**config.mk**
```make
export PLATFORM = sky130hd
export DESIGN_NAME = result_writer
export DESIGN_NICKNAME = d
export VERILOG_FILES = /design/src/rtl/tva_axi_pkg.sv /design/src/rtl/wr_prefetch_fifo.sv /design/src/rtl/result_writer.sv
export SDC_FILE = /design/constraint.sdc
export NUM_CORES = 1
export LEC_CHECK = 0
export BUFFER_PORTS_ARGS = -buffer_cell sky130_fd_sc_hd__buf_2
export CELL_PAD_IN_SITES_DETAIL_PLACEMENT = 2
export CELL_PAD_IN_SITES_GLOBAL_PLACEMENT = 2
export CORE_MARGIN = 5
export CORE_UTILIZATION = 34
export CTS_CLUSTER_SIZE = 14
export DETAILED_ROUTE_END_ITERATION = 16
export GPL_TIMING_DRIVEN = 0
export PLACE_DENSITY = 0.89
export SLEW_MARGIN = 0
export SYNTH_ARGS = -nofsm -noshare
export SYNTH_HDL_FRONTEND = slang
export SYNTH_HIERARCHICAL = 1
export SYNTH_SLANG_ARGS = --single-unit
```
**constraint.sdc**
```tcl
create_clock -name clk -period 2.75 [get_ports clk]
set_clock_uncertainty 0.2 [all_clocks]
set_input_delay 0.55 -clock clk [delete_from_list [all_inputs] [get_ports clk]]
set_output_delay 0.55 -clock clk [all_outputs]
set_load 0.01 [all_outputs]
```
**src/rtl/tva_axi_pkg.sv**
```systemverilog
// Shared AXI4 write-channel constants and the result-writer FSM state type.
package tva_axi_pkg;

    localparam logic [1:0] AXI_RESP_OKAY   = 2'b00;
    localparam logic [1:0] AXI_RESP_EXOKAY = 2'b01;
    localparam logic [1:0] AXI_RESP_SLVERR = 2'b10;
    localparam logic [1:0] AXI_RESP_DECERR = 2'b11;

    localparam logic [1:0] AXI_BURST_INCR  = 2'b01;

    typedef enum logic [2:0] {
        IDLE = 3'd0,
        AW   = 3'd1,
        W    = 3'd2,
        B    = 3'd3,
        DONE = 3'd4
    } wr_state_t;

endpackage

```
**src/rtl/wr_prefetch_fifo.sv**
```systemverilog
// Two-entry FIFO between the BRAM read port and the AXI W channel.
// It holds {last, data} so a beat survives wready backpressure while the
// next BRAM read is already on its way.
module wr_prefetch_fifo #(
    parameter int WIDTH = 33
) (
    input  logic             clk,
    input  logic             rst,
    input  logic             push,
    input  logic [WIDTH-1:0] push_data,
    input  logic             pop,
    output logic [WIDTH-1:0] head_data,
    output logic             full,
    output logic             empty,
    output logic [1:0]       count
);

    logic [WIDTH-1:0] mem_q [2];
    logic             wr_ptr;
    logic             rd_ptr;
    logic [1:0]       cnt;
    logic             push_ok;
    logic             pop_ok;

    assign full      = (cnt == 2'd2);
    assign empty     = (cnt == 2'd0);
    assign count     = cnt;
    assign head_data = mem_q[rd_ptr];
    assign push_ok   = push && !full;
    assign pop_ok    = pop && !empty;

    // Storage, pointers and occupancy; everything clears on reset so the
    // head reads as zero while idle.
    always_ff @(posedge clk) begin
        if (rst) begin
            mem_q[0] <= '0;
            mem_q[1] <= '0;
            wr_ptr   <= 1'b0;
            rd_ptr   <= 1'b0;
            cnt      <= 2'd0;
        end else begin
            if (push_ok) begin
                mem_q[wr_ptr] <= push_data;
                wr_ptr        <= ~wr_ptr;
            end
            if (pop_ok) begin
                rd_ptr <= ~rd_ptr;
            end
            case ({push_ok, pop_ok})
                2'b10:   cnt <= cnt + 2'd1;
                2'b01:   cnt <= cnt - 2'd1;
                default: cnt <= cnt;
            endcase
        end
    end

endmodule

```
**src/rtl/result_writer.sv**
```systemverilog
// Drains MEM_DEPTH words from BRAM to DDR as back-to-back AXI4 INCR bursts.
// One burst is outstanding at a time: AW, then all W beats, then the B
// response, repeated MEM_DEPTH/BURST_LEN times, then a one-cycle done.
//
// Handshakes: a transfer happens on a channel in exactly the cycle where
// both valid and ready are high; once valid is raised, the payload
// (awaddr, or wdata/wlast) and valid are held unchanged until that cycle,
// and valid never waits on ready.
module result_writer
    import tva_axi_pkg::*;
#(
    parameter int                    ADDR_WIDTH      = 32,
    parameter int                    DATA_WIDTH      = 32,
    parameter int                    MEM_DEPTH       = 1024,
    parameter int                    BRAM_ADDR_WIDTH = $clog2(MEM_DEPTH),
    parameter int                    BURST_LEN       = 16,
    parameter logic [ADDR_WIDTH-1:0] BASE_ADDR       = '0
) (
    input  logic                       clk,
    input  logic                       rst,
    input  logic                       start,
    output logic                       done,
    output logic                       busy,
    output logic                       err,
    output logic [ADDR_WIDTH-1:0]      awaddr,
    output logic [7:0]                 awlen,
    output logic [2:0]                 awsize,
    output logic [1:0]                 awburst,
    output logic                       awvalid,
    input  logic                       awready,
    output logic [DATA_WIDTH-1:0]      wdata,
    output logic [DATA_WIDTH/8-1:0]    wstrb,
    output logic                       wlast,
    output logic                       wvalid,
    input  logic                       wready,
    input  logic [1:0]                 bresp,
    input  logic                       bvalid,
    output logic                       bready,
    output logic [BRAM_ADDR_WIDTH-1:0] bram_addr,
    output logic                       bram_en,
    input  logic [DATA_WIDTH-1:0]      bram_dout,
    output wr_state_t                  dbg_state
);

    localparam int                    BYTES_PER_BEAT = DATA_WIDTH / 8;
    localparam int                    NUM_BURSTS     = MEM_DEPTH / BURST_LEN;
    localparam int                    BURST_CNT_W    = (NUM_BURSTS > 1) ? $clog2(NUM_BURSTS) : 1;
    localparam int                    WORD_CNT_W     = BRAM_ADDR_WIDTH + 1;
    localparam logic [ADDR_WIDTH-1:0] BURST_BYTES    = ADDR_WIDTH'(BURST_LEN * BYTES_PER_BEAT);
    localparam logic [WORD_CNT_W-1:0] WORD_TOTAL     = WORD_CNT_W'(MEM_DEPTH);
    localparam logic [8:0]            LAST_BEAT      = 9'(BURST_LEN - 1);
    localparam logic [BURST_CNT_W-1:0] LAST_BURST    = BURST_CNT_W'(NUM_BURSTS - 1);

    wr_state_t               state;
    logic [WORD_CNT_W-1:0]   rd_cnt;
    logic [8:0]              rd_beat;
    logic                    rd_inflight;
    logic                    rd_last_q;
    logic [BURST_CNT_W-1:0]  burst_cnt;

    logic                    rd_issue;
    logic                    w_hs;
    logic [2:0]              occupancy;
    logic                    fifo_full;
    logic                    fifo_empty;
    logic [1:0]              fifo_count;
    logic [DATA_WIDTH:0]     fifo_head;

    assign dbg_state = state;
    assign awsize    = 3'($clog2(BYTES_PER_BEAT));
    assign awburst   = AXI_BURST_INCR;

    // Beats are only offered in W so prefetched data for the next burst
    // waits in the FIFO until its AW has been accepted.
    assign wvalid = (state == W) && !fifo_empty;
    assign wdata  = fifo_head[DATA_WIDTH-1:0];
    assign wlast  = wvalid && fifo_head[DATA_WIDTH];
    assign wstrb  = {BYTES_PER_BEAT{wvalid}};
    assign w_hs   = wvalid && wready;

    // A read is allowed when buffered plus in-flight words stay below two,
    // counting the beat leaving this cycle; that keeps 1 beat/cycle with
    // wready high and never overflows the two entries.
    assign occupancy = {1'b0, fifo_count} + {2'b00, rd_inflight};
    assign rd_issue  = ((state == AW) || (state == W) || (state == B))
                     && (rd_cnt < WORD_TOTAL)
                     && (!fifo_full || w_hs)
                     && ((occupancy < 3'd2) || ((occupancy == 3'd2) && w_hs));

    assign bram_en   = rd_issue;
    assign bram_addr = rd_cnt[BRAM_ADDR_WIDTH-1:0];

    wr_prefetch_fifo #(
        .WIDTH (DATA_WIDTH + 1)
    ) u_fifo (
        .clk       (clk),
        .rst       (rst),
        .push      (rd_inflight),
        .push_data ({rd_last_q, bram_dout}),
        .pop       (w_hs),
        .head_data (fifo_head),
        .full      (fifo_full),
        .empty     (fifo_empty),
        .count     (fifo_count)
    );

    // BRAM read issue: word counter, position within the burst, and the
    // one-cycle in-flight marker that pushes bram_dout into the FIFO.
    always_ff @(posedge clk) begin
        if (rst) begin
            rd_cnt      <= '0;
            rd_beat     <= '0;
            rd_inflight <= 1'b0;
            rd_last_q   <= 1'b0;
        end else begin
            rd_inflight <= rd_issue;
            if ((state == IDLE) && start) begin
                rd_cnt  <= '0;
                rd_beat <= '0;
            end else if (rd_issue) begin
                rd_cnt    <= rd_cnt + 1'b1;
                rd_last_q <= (rd_beat == LAST_BEAT);
                rd_beat   <= (rd_beat == LAST_BEAT) ? 9'd0 : rd_beat + 9'd1;
            end
        end
    end

    // Control FSM with registered AW/B/status outputs.
    always_ff @(posedge clk) begin
        if (rst) begin
            state     <= IDLE;
            awvalid   <= 1'b0;
            awaddr    <= '0;
            awlen     <= 8'd0;
            bready    <= 1'b0;
            busy      <= 1'b0;
            done      <= 1'b0;
            err       <= 1'b0;
            burst_cnt <= '0;
        end else begin
            done <= 1'b0;
            case (state)
                IDLE: begin
                    if (start) begin
                        state     <= AW;
                        awvalid   <= 1'b1;
                        awaddr    <= BASE_ADDR;
                        awlen     <= 8'(BURST_LEN - 1);
                        busy      <= 1'b1;
                        err       <= 1'b0;
                        burst_cnt <= '0;
                    end
                end
                AW: begin
                    if (awready) begin
                        awvalid <= 1'b0;
                        state   <= W;
                    end
                end
                W: begin
                    if (w_hs && wlast) begin
                        bready <= 1'b1;
                        state  <= B;
                    end
                end
                B: begin
                    if (bvalid) begin
                        bready <= 1'b0;
                        if (bresp != AXI_RESP_OKAY) begin
                            err <= 1'b1;
                        end
                        if (burst_cnt == LAST_BURST) begin
                            done  <= 1'b1;
                            state <= DONE;
                        end else begin
                            burst_cnt <= burst_cnt + 1'b1;
                            awaddr    <= awaddr + BURST_BYTES;
                            awvalid   <= 1'b1;
                            state     <= AW;
                        end
                    end
                end
                DONE: begin
                    busy  <= 1'b0;
                    state <= IDLE;
                end
                default: begin
                    state <= IDLE;
                end
            endcase
        end
    end

endmodule

```
==> out/results.txt, run 1 <==
Die W: 147 um
Post-DP HPWL: 14500 um
Hold WC Path Type: primary input to flop
Share of layout cells above drive strength 1: 32.8%
Initial Utilization: 34.4%
Final hold violation count: 0
Tcrit/Tclk final: 103%
Area of the die: 21700 um^2
Peak VDD IR: 0.000431 V
Synth Cell Area: 6410 um^2
Slew @ Worst Pin: 918 ps
FP Rows: 50
P_sw: 1320 uW
Crit. path cell count: 10
Number of global-route vias before repair: 6047
Delay-heaviest family, CP: buffers and inverters
CTS H-tree depth: 4
Hold_sp: bresp[0]
Worst-path clk slew: 60 ps
Hold Path Stages: 3
Min Tclk post-route: 2840 ps
Pleak: 0.00328 uW
Core ar.: 18600 um^2
Max-cap violations: 0
Crit path launch type: flop
Vias post-DR: 5433
Top cells by area, synth: edfxtp_1, dfxtp_1, nor2_1, mux2_2, buf_4
Worst rel slew slack: 38.8%
Async SR Flop Fraction: 0%
Synthesis Warnings: 6
GRT Util Overall: 19.5%
Sequential Power Share: 44.6%
Post-DRT Antenna Nets: 0
CTS buffer count: 17
Critical path's slowest cell: dfxtp_4
DRC: 0
Hold WS: 216 ps
Detailed Routing Iterations Pass 1: 4
Yosys top cell area share: 30.9%
Hold Path End: err
Routability cong.: 0.784
Comb pwr share: 10.6%
FF+latch count, synth: 134
Fin worst setup slack: -85.4 ps
Routed len/inst: 19.7 um
CP max FO: 4
Internal Pwr Total: 3650 uW
Critical Path RT: 2000 ps
Status: finished, violations left
Critical-path cell list: buf_4, or2b_1, inv_2, nor2b_2, a31oi_4, a21o_1, buf_6, inv_4, buf_6, buf_4
Avg Inst Size Synth: 9.95 um^2
I/O pin total: 142
Syn Inst Count: 644
WS Path Type: flop to output pin
Synth Flop Type: dfxtp_1
# nets final: 861
Max clock buf depth: 2
Sw frac: 26.5%
RSZ-0062 raised after global routing: yes
Post-synthesis sequential area ratio: 52.2%
Buffers and inverters on the worst path: 6
Register-to-Register Path Depth: 6
Cell Pwr Density: 612 nW/um^2
Worst EP arrival: 2090 ps
PortBufs: 126
Reg2Reg Setup Slack: 180 ps
Root Buffer: clkbuf_16
CTS tree: yes
Reg2reg end: rd_cnt[5]
Yosys top cell by area: edfxtp_1
Pin count of the biggest net entering global routing: 34
Clock Power Share: 44.8%
Finished Layout Cells: 1060
Initial antenna violation count: 0
Initial DRC count: 176
Crit. End Element: output pin
Global route overflow: 0
Final Max Tran Viols: 0
Ant. Diodes: 0
Reg-to-Reg Start: dbg_state[2]
Final wirelength: 20900 um
Placed Cells: 1017
Global-route wire length before repair: 33400 um
Critical path's largest stage delay: 360 ps
Drt via density: 5.13
Dpl ws: -364 ps
Finish-stage setup viols: 1
Clock sink count: 134
Violated checks: negative setup slack
Skew-Pair Late Insertion Delay: 430 ps
Synth cell types: 54
DIE HEIGHT: 147 um
FMAX: 353 MHz
Post-synth EDFFs: 66
Area Overhead vs Synth: 26.6%
==> how the worst max path moves through the flow <==
| stage | startpoint | end | slack, ps |
|---|---|---|---|
| 2_1_floorplan | u_fifo/count[0] | bram_en | 200 |
| 3_3_place_gp | rst | u_fifo/mem_q[1][22] | -410 |
| 3_5_place_dp | u_fifo/count[0] | bram_en | -360 |
| 4_1_cts | u_fifo/count[0] | bram_en | -80 |
| 5_1_grt | u_fifo/count[0] | bram_en | -160 |
| 6_report | u_fifo/count[0] | bram_en | -90 |
==> sequential cells by signal, indices dropped and copies added (netlist names), 2 cells and up, named ones only <==
name and count:
rd_beat 9, u_fifo/mem_q 66, dbg_state 3, rd_cnt 11
awaddr 26, u_fifo/count 2, burst_cnt 6
==> power groups by stage <==
stage | registers (uW) | logic, uW | clock network, uW
after global routing | 2220 | 575 | 2360
after global placement | 2250 | 469 | 0
after detailed placement | 2260 | 487 | 0
after floorplan | 2240 | 296 | 0
after CTS | 2210 | 528 | 2260
final | 2210 | 525 | 2220
==> final cells by class <==
class                   count  area [um^2]
multi-input cells         452         2730
clock buffers              17          425
fillers                  2041        10500
plain buffers              62          410
inverters                   8         32.5
repair buffers            138          723
well taps                 234          293
flip-flops and latches    134         3350
clock inverters            15          145
==> metrics by stage <==
stage | util (%) | cell area (um^2) | total power (uW) | setup TNS [ps]
6_report | 43.5 | 8110 | 4960 | -85.4
3_3_place_gp | 39.6 | 7380 | 2720 | -27900
5_1_grt | 43.5 | 8110 | 5160 | -156
4_1_cts | 43.4 | 8090 | 5010 | -79.4
2_1_floorplan | - | 6450 | 2540 | 0
3_5_place_dp | 39.6 | 7380 | 2740 | -1800
==> cells in the mapped netlist, types with 6 or more instances <==
library cell  instances
a21oi_1              34
buf_4                33
clkbuf_1             18
dfxtp_1              68
edfxtp_1             66
ha_1                  8
inv_1                 7
mux2_2               33
nand2_1              40
nand2b_1             38
nand3_1              24
nand3b_1              6
nand4_1              13
nor2_1              114
nor3_1               14
o21ai_0              14
o31ai_1               8
or3_1                12
or4_1                 6
xnor2_1              14
==> per-layer routing <==
layer | up-vias | wire length, um | GRT usage (%)
met4 | 0 | 353 | 6.71
met3 | 22 | 782 | 3.76
met2 | 124 | 11100 | 35.9
li1 | 2562 | - | -
met5 | - | 0 | 0
met1 | 2725 | 8570 | 22.6
==> worst reg2reg max path: cells and delay by family, from the launching register on <==
family | cells | cell delay [ps]
buffers and inverters | 3 | 1100
DFF | 1 | 350
and+or+nand+nor | 2 | 710
AOI/OAI and AO/OA | 1 | 80
==> logic make-up after synthesis <==
kind of cell | Yosys count | share of synthesized area (%)
adder cells (fa/ha/maj) | 8 | 1.56
other | 2 | 0.117
multiplexers | 34 | 5.96
AO/OA/AOI/OAI | 80 | 7.62
XOR/XNOR | 19 | 2.60
AND/OR/NAND/NOR | 296 | 23.3
buffers and inverters | 71 | 6.66
flip-flops | 134 | 52.2
==> layout by cell type, fill, tap and decap left out, types with 13 or more instances in the layout <==
master | Yosys | layout
buf_2 | 5 | 129
nor2_1 | 114 | 114
edfxtp_1 | 66 | 66
dfxtp_1 | 68 | 65
buf_4 | 33 | 48
nand2_1 | 40 | 40
nand2b_1 | 38 | 36
a21oi_1 | 34 | 34
mux2_2 | 33 | 33
nand3_1 | 24 | 24
clkbuf_16 | 0 | 17
conb_1 | 2 | 15
clkbuf_1 | 18 | 14
o21ai_0 | 14 | 14
nor3_1 | 14 | 14
xnor2_1 | 14 | 14
nand4_1 | 13 | 13
==> repair_timing <==
item | CTS | global route
buffers inserted | 10 | 2
pin swaps | 3 | 2
endpoints found under the setup margin | 40 | 8
gates resized for setup | 23 | 2
hold buffers | 0 | 0
Note: power is estimated with default switching activity, not from simulation.
==> inputs of run 2 (changes only) <==
- TNS_END_PERCENT: unset -> 20
==> out/results.txt, run 2 (synthesized netlist as in run 1, its figures left out) <==
Finish-stage setup viols: 1 (unchanged)
Cell Pwr Density: 612 nW/um^2 (about the same)
# nets final: 862 (+0.12%)
Most common cell after layout, fill and taps aside: buf_2
Share of layout cells above drive strength 1: 32.9% (+0.081 points)
Routability cong.: 0.784 (unchanged)
Tcrit/Tclk final: 103% (about the same)
Reg2reg end: rd_cnt[6]
Finished Layout Cells: 1061 (+0.094%)
Min Tclk post-route: 2840 ps (+2.11 ps)
Most frequent cells in the layout: buf_2, nor2_1, edfxtp_1
Core ar.: 18600 um^2 (unchanged)
Status: finished, violations left
Clock Power Share: 44.8% (about the same)
Clock sink count: 134 (unchanged)
Crit. End Element: output pin
Worst-path clk slew: 60 ps (about the same)
P_sw: 1320 uW (about the same)
Final Max Tran Viols: 0 (unchanged)
Max-cap violations: 0 (unchanged)
CP max FO: 4 (unchanged)
Reg2Reg Setup Slack: 180 ps (about the same)
# fillers: 2039 (-0.098%)
Max clock buf depth: 2 (unchanged)
Crit path launch type: flop
Hold_buf cts: 0 (unchanged)
Final Total Pwr: 4960 uW (about the same)
Initial Utilization: 34.4% (unchanged)
WS Path Type: flop to output pin
DIE HEIGHT: 147 um (unchanged)
Worst rel slew slack: 39.0% (+0.15 points)
Vias post-DR: 5445 (+0.22%)
Area Overhead vs Synth: 26.7% (about the same)
Global-route wire length before repair: 33400 um (about the same)
Area of the die: 21700 um^2 (unchanged)
CTS tree: yes
Pin count of the biggest net entering global routing: 34 (unchanged)
Violated checks: negative setup slack
Peak VDD IR: 0.000430 V (-0.20%)
Fin worst setup slack: -87.5 ps (-2.11 ps)
Worst Setup SP: u_fifo/count[0]
Skew-Pair Late Insertion Delay: 430 ps (about the same)
Die W: 147 um (unchanged)
Worst EP arrival: 2090 ps (about the same)
Hold WC Path Type: primary input to flop
Routed len/inst: 19.7 um (+0.21%)
Internal Pwr Total: 3650 uW (about the same)
Comb pwr share: 10.6% (about the same)
Detailed Routing Iterations Pass 1: 6 (+2)
DRC: 0 (unchanged)
Hold WS: 217 ps (+0.667 ps)
Post-DRT Antenna Nets: 0 (unchanged)
FP Rows: 50 (unchanged)
CTS buffer count: 17 (unchanged)
Register-to-Register Path Depth: 6 (unchanged)
Slew @ Worst Pin: 916 ps (-2.22 ps)
PortBufs: 126 (unchanged)
Placed Cells: 1017 (unchanged)
Setup TNS: -87.5 ps (-2.11 ps)
CTS H-tree depth: 4 (unchanged)
Finished layout cell area: 8110 um^2 (about the same)
Post-DP HPWL: 14500 um (unchanged)
Reg-to-Reg Start: dbg_state[2]
Number of flip-flops in the largest register: 66 (unchanged)
Initial DRC count: 185 (+5.1%)
I/O pin total: 142 (unchanged)
Hold Path Stages: 3 (unchanged)
Number of global-route vias before repair: 6053 (+0.099%)
RSZ-0062 raised after global routing: yes
Area post-placement: 7380 um^2 (unchanged)
FMAX: 352 MHz (about the same)
CP endpoint: bram_en
Sequential Power Share: 44.6% (about the same)
Global route overflow: 0 (unchanged)
Root Buffer: clkbuf_16
Ant. Diodes: 0 (unchanged)
Top reg by flops: u_fifo/mem_q
GRT Util Overall: 19.5% (about the same)
Final wirelength: 20900 um (+0.31%)
Sw frac: 26.5% (about the same)
Largest registers: u_fifo/mem_q (66), awaddr (26), rd_cnt (11)
Critical Path RT: 2000 ps (about the same)
Drt via density: 5.13 (+0.13%)
Initial antenna violation count: 0 (unchanged)
Final hold violation count: 0 (unchanged)
Pleak: 0.00329 uW (+0.14%)
run 2: cell count changes in the layout (fill, tap and decap cells not counted):
| cell | change |
|---|---|
| clkbuf_2 | +1 |
run 2: worst min path at each step:
stage	endpoint	slack, ps	from
2_1_floorplan	rd_cnt[10]	230	rd_cnt[10]
3_3_place_gp	err	240	err
3_5_place_dp	err	250	err
4_1_cts	err	210	bresp[0]
5_1_grt	err	230	bresp[0]
6_report	err	220	bresp[0]
run 2: per-layer routing:
layer  global-route usage [%]  share of wire (%)  up-vias
met2                     36.0                 53      128
li1                         -                  -     2563
met3                     3.76                3.7       26
met5                        0                  0        -
met1                     22.5                 41     2728
met4                     6.76                1.9        0
run 2: power groups by stage:
stage	Clock, uW	Combinational, uW	Sequential (uW)
2_1_floorplan	0	296	2240
3_3_place_gp	0	469	2250
3_5_place_dp	0	487	2260
4_1_cts	2260	526	2210
5_1_grt	2360	575	2220
6_report	2220	526	2210
run 2: timing repair:
action / in CTS / in global routing
gates resized for setup: 23 / 3
pin swaps: 3 / 2
setup buffers: 10 / 2
setup endpoints to repair: 40 / 8
run 2: area by class of cell:
cell class / instances / area, um^2 / share of cell area [%]
Sequential cell: 134 / 3350 / 41.3
Tap cell: 234 / 293 / 3.61
Inverter: 8 / 32.5 / 0.401
Timing Repair Buffer: 138 / 723 / 8.91
Clock inverter: 15 / 145 / 1.79
Clock buffer: 17 / 425 / 5.24
Multi-Input combinational cell: 452 / 2730 / 33.6
Buffer: 63 / 415 / 5.12
run 2: per-stage QoR:
step,setup slack [ps],utilization [%]
finish,-87.5,43.5
global route,-155,43.5
CTS,-97.4,43.4
detailed placement,-364,39.6
global placement,-414,39.6
floorplan,201,-
run 2: critical path, stage by stage (launching register included):
cell,delay [ps]
dfxtp_4,360
buf_4,150
or2b_1,260
inv_2,90
nor2b_2,50
a31oi_4,170
a21o_1,170
buf_6,110
inv_4,40
buf_6,110
buf_4,130
==> inputs of run 3 (changes only) <==
- CORE_MARGIN: 5 -> 2
- MAX_ROUTING_LAYER: unset -> met4
==> out/results.txt, run 3 (synthesized netlist as in run 1, its figures left out) <==
FP Rows: 50 (unchanged)
Worst EP arrival: 2010 ps (-80 ps)
Cell Pwr Density: 628 nW/um^2 (+2.6%)
FMAX: 362 MHz (+2.7%)
Final hold violation count: 0 (unchanged)
Post-DRT Antenna Nets: 0 (unchanged)
Top reg by flops: u_fifo/mem_q
Hold WC Path Type: primary input to flop
Critical Path RT: 2000 ps (about the same)
Initial antenna violation count: 4 (+4)
Worst-path clk slew: 60 ps (about the same)
Min Tclk post-route: 2760 ps (-74.0 ps)
Final wirelength: 20200 um (-3.5%)
Crit. End Element: output pin
Crit path launch type: flop
Tcrit/Tclk final: 100% (-2.7 points)
Violated checks: negative setup slack
Drt via density: 5.10 (-0.61%)
RSZ-0062 raised after global routing: yes
Placed Cells: 1017 (unchanged)
Clock sink count: 134 (unchanged)
Slew @ Worst Pin: 940 ps (+24.1 ps)
Area Overhead vs Synth: 27.4%
Area of the die: 20000 um^2 (-8.0%)
WS Path Type: flop to output pin
Status: finished, violations left
Skew-Pair Late Insertion Delay: 420 ps (about the same)
I/O pin total: 142 (unchanged)
Final design utilization: 43.9% (+0.42 points)
Most frequent cells in the layout: buf_2, nor2_1, edfxtp_1
Finish-stage setup viols: 1 (unchanged)
Hold_buf cts: 0 (unchanged)
CTS tree: yes
Core ar.: 18600 um^2 (-0.34%)
# nets final: 859 (-0.35%)
Initial Utilization: 34.5% (+0.12 points)
DIE HEIGHT: 141 um (-4.1%)
Max clock buf depth: 2 (unchanged)
Die W: 141 um (-4.1%)
Detailed Routing Iterations Pass 1: 4 (-2)
Pleak: 0.00328 uW (about the same)
GRT Util Overall: 21.2% (+1.7 points)
Post-DP HPWL: 13800 um (-4.8%)
Fin worst setup slack: -13.5 ps (+74.0 ps)
Number of flip-flops in the largest register: 66 (unchanged)
Root Buffer: clkbuf_16
PortBufs: 126 (unchanged)
Most common cell after layout, fill and taps aside: buf_2
Final Total Pwr: 5120 uW (+3.2%)
Global-route wire length before repair: 31900 um (-4.5%)
Peak VDD IR: 0.000426 V (-1.0%)
Worst rel slew slack: 37.3% (-1.6 points)
DRC: 0 (unchanged)
Final Max Tran Viols: 0 (unchanged)
Vias post-DR: 5417 (-0.51%)
CTS buffer count: 17 (unchanged)
Finished Layout Cells: 1062 (+0.094%)
CP max FO: 4 (unchanged)
Max-cap violations: 0 (unchanged)
Setup TNS: -13.5 ps (+74.0 ps)
Routed len/inst: 19.0 um (-3.6%)
Pin count of the biggest net entering global routing: 34 (unchanged)
Largest registers: u_fifo/mem_q (66), awaddr (26), rd_cnt (11)
Initial DRC count: 209 (+13%)
Number of global-route vias before repair: 5765 (-4.8%)
Share of layout cells above drive strength 1: 32.5% (-0.37 points)
Global route overflow: 0 (unchanged)
CTS H-tree depth: 4 (unchanged)
Routability cong.: 0.804 (+2.6%)
==> run 3: stage by stage <==
step                      cell area, um^2  hold WS, ps  worst slack [ps]
after CTS                            8100          248              -175
after global routing                 8160          266              -118
after detailed placement             7380          241              -462
after floorplan                      6450          230               201
final                                8160          253             -13.5
after global placement               7380          240              -427
==> run 3: path summary, 6_finish.rpt <==
path	start	end	slack, ps	cells after the start
setup / recovery	u_fifo/count[0]	bram_en	-10	10
hold / removal	bresp[0]	err	250	3
hold reg to reg	err	err	260	2
setup reg to reg	u_fifo/count[0]	rd_beat[4]	110	11
==> run 3: cell type report <==
type	instances	area, um^2
fillers	2022	10400
well taps	234	293
multi-input cells	452	2730
clock buffers	18	429
diodes	4	10.0
flip-flops and latches	134	3350
inverters	8	32.5
repair buffers	136	716
plain buffers	62	412
clock inverters	14	184
==> run 3: critical path, stage by stage, from the launching register on <==
cell,delay (ps)
dfxtp_4,360
buf_6,120
or2b_1,260
inv_2,100
nor2b_4,50
a31oi_4,160
a21o_1,170
buf_6,110
inv_4,30
buf_6,110
buf_6,110
==> run 3: where the power goes <==
part           leakage [uW]  switching (uW)  total (uW)  internal [uW]
registers           0.00124            34.1        2210           2180
logic               0.00176             312         518            206
clock network      0.000281             888        2400           1510
==> run 3: timing repair <==
| action | in CTS | in global routing |
|---|---|---|
| pin swaps | 3 | 3 |
| setup buffers | 7 | 3 |
| gates cloned | 0 | 0 |
| endpoints found under the setup margin | 59 | 35 |
| gates resized for setup | 19 | 12 |
==> run 3: per-layer routing <==
metal	global-route usage (%)	share of wire, %
met5	-	0
met4	5.32	1.3
met3	4.83	4.8
met2	38.3	52
met1	23.7	42
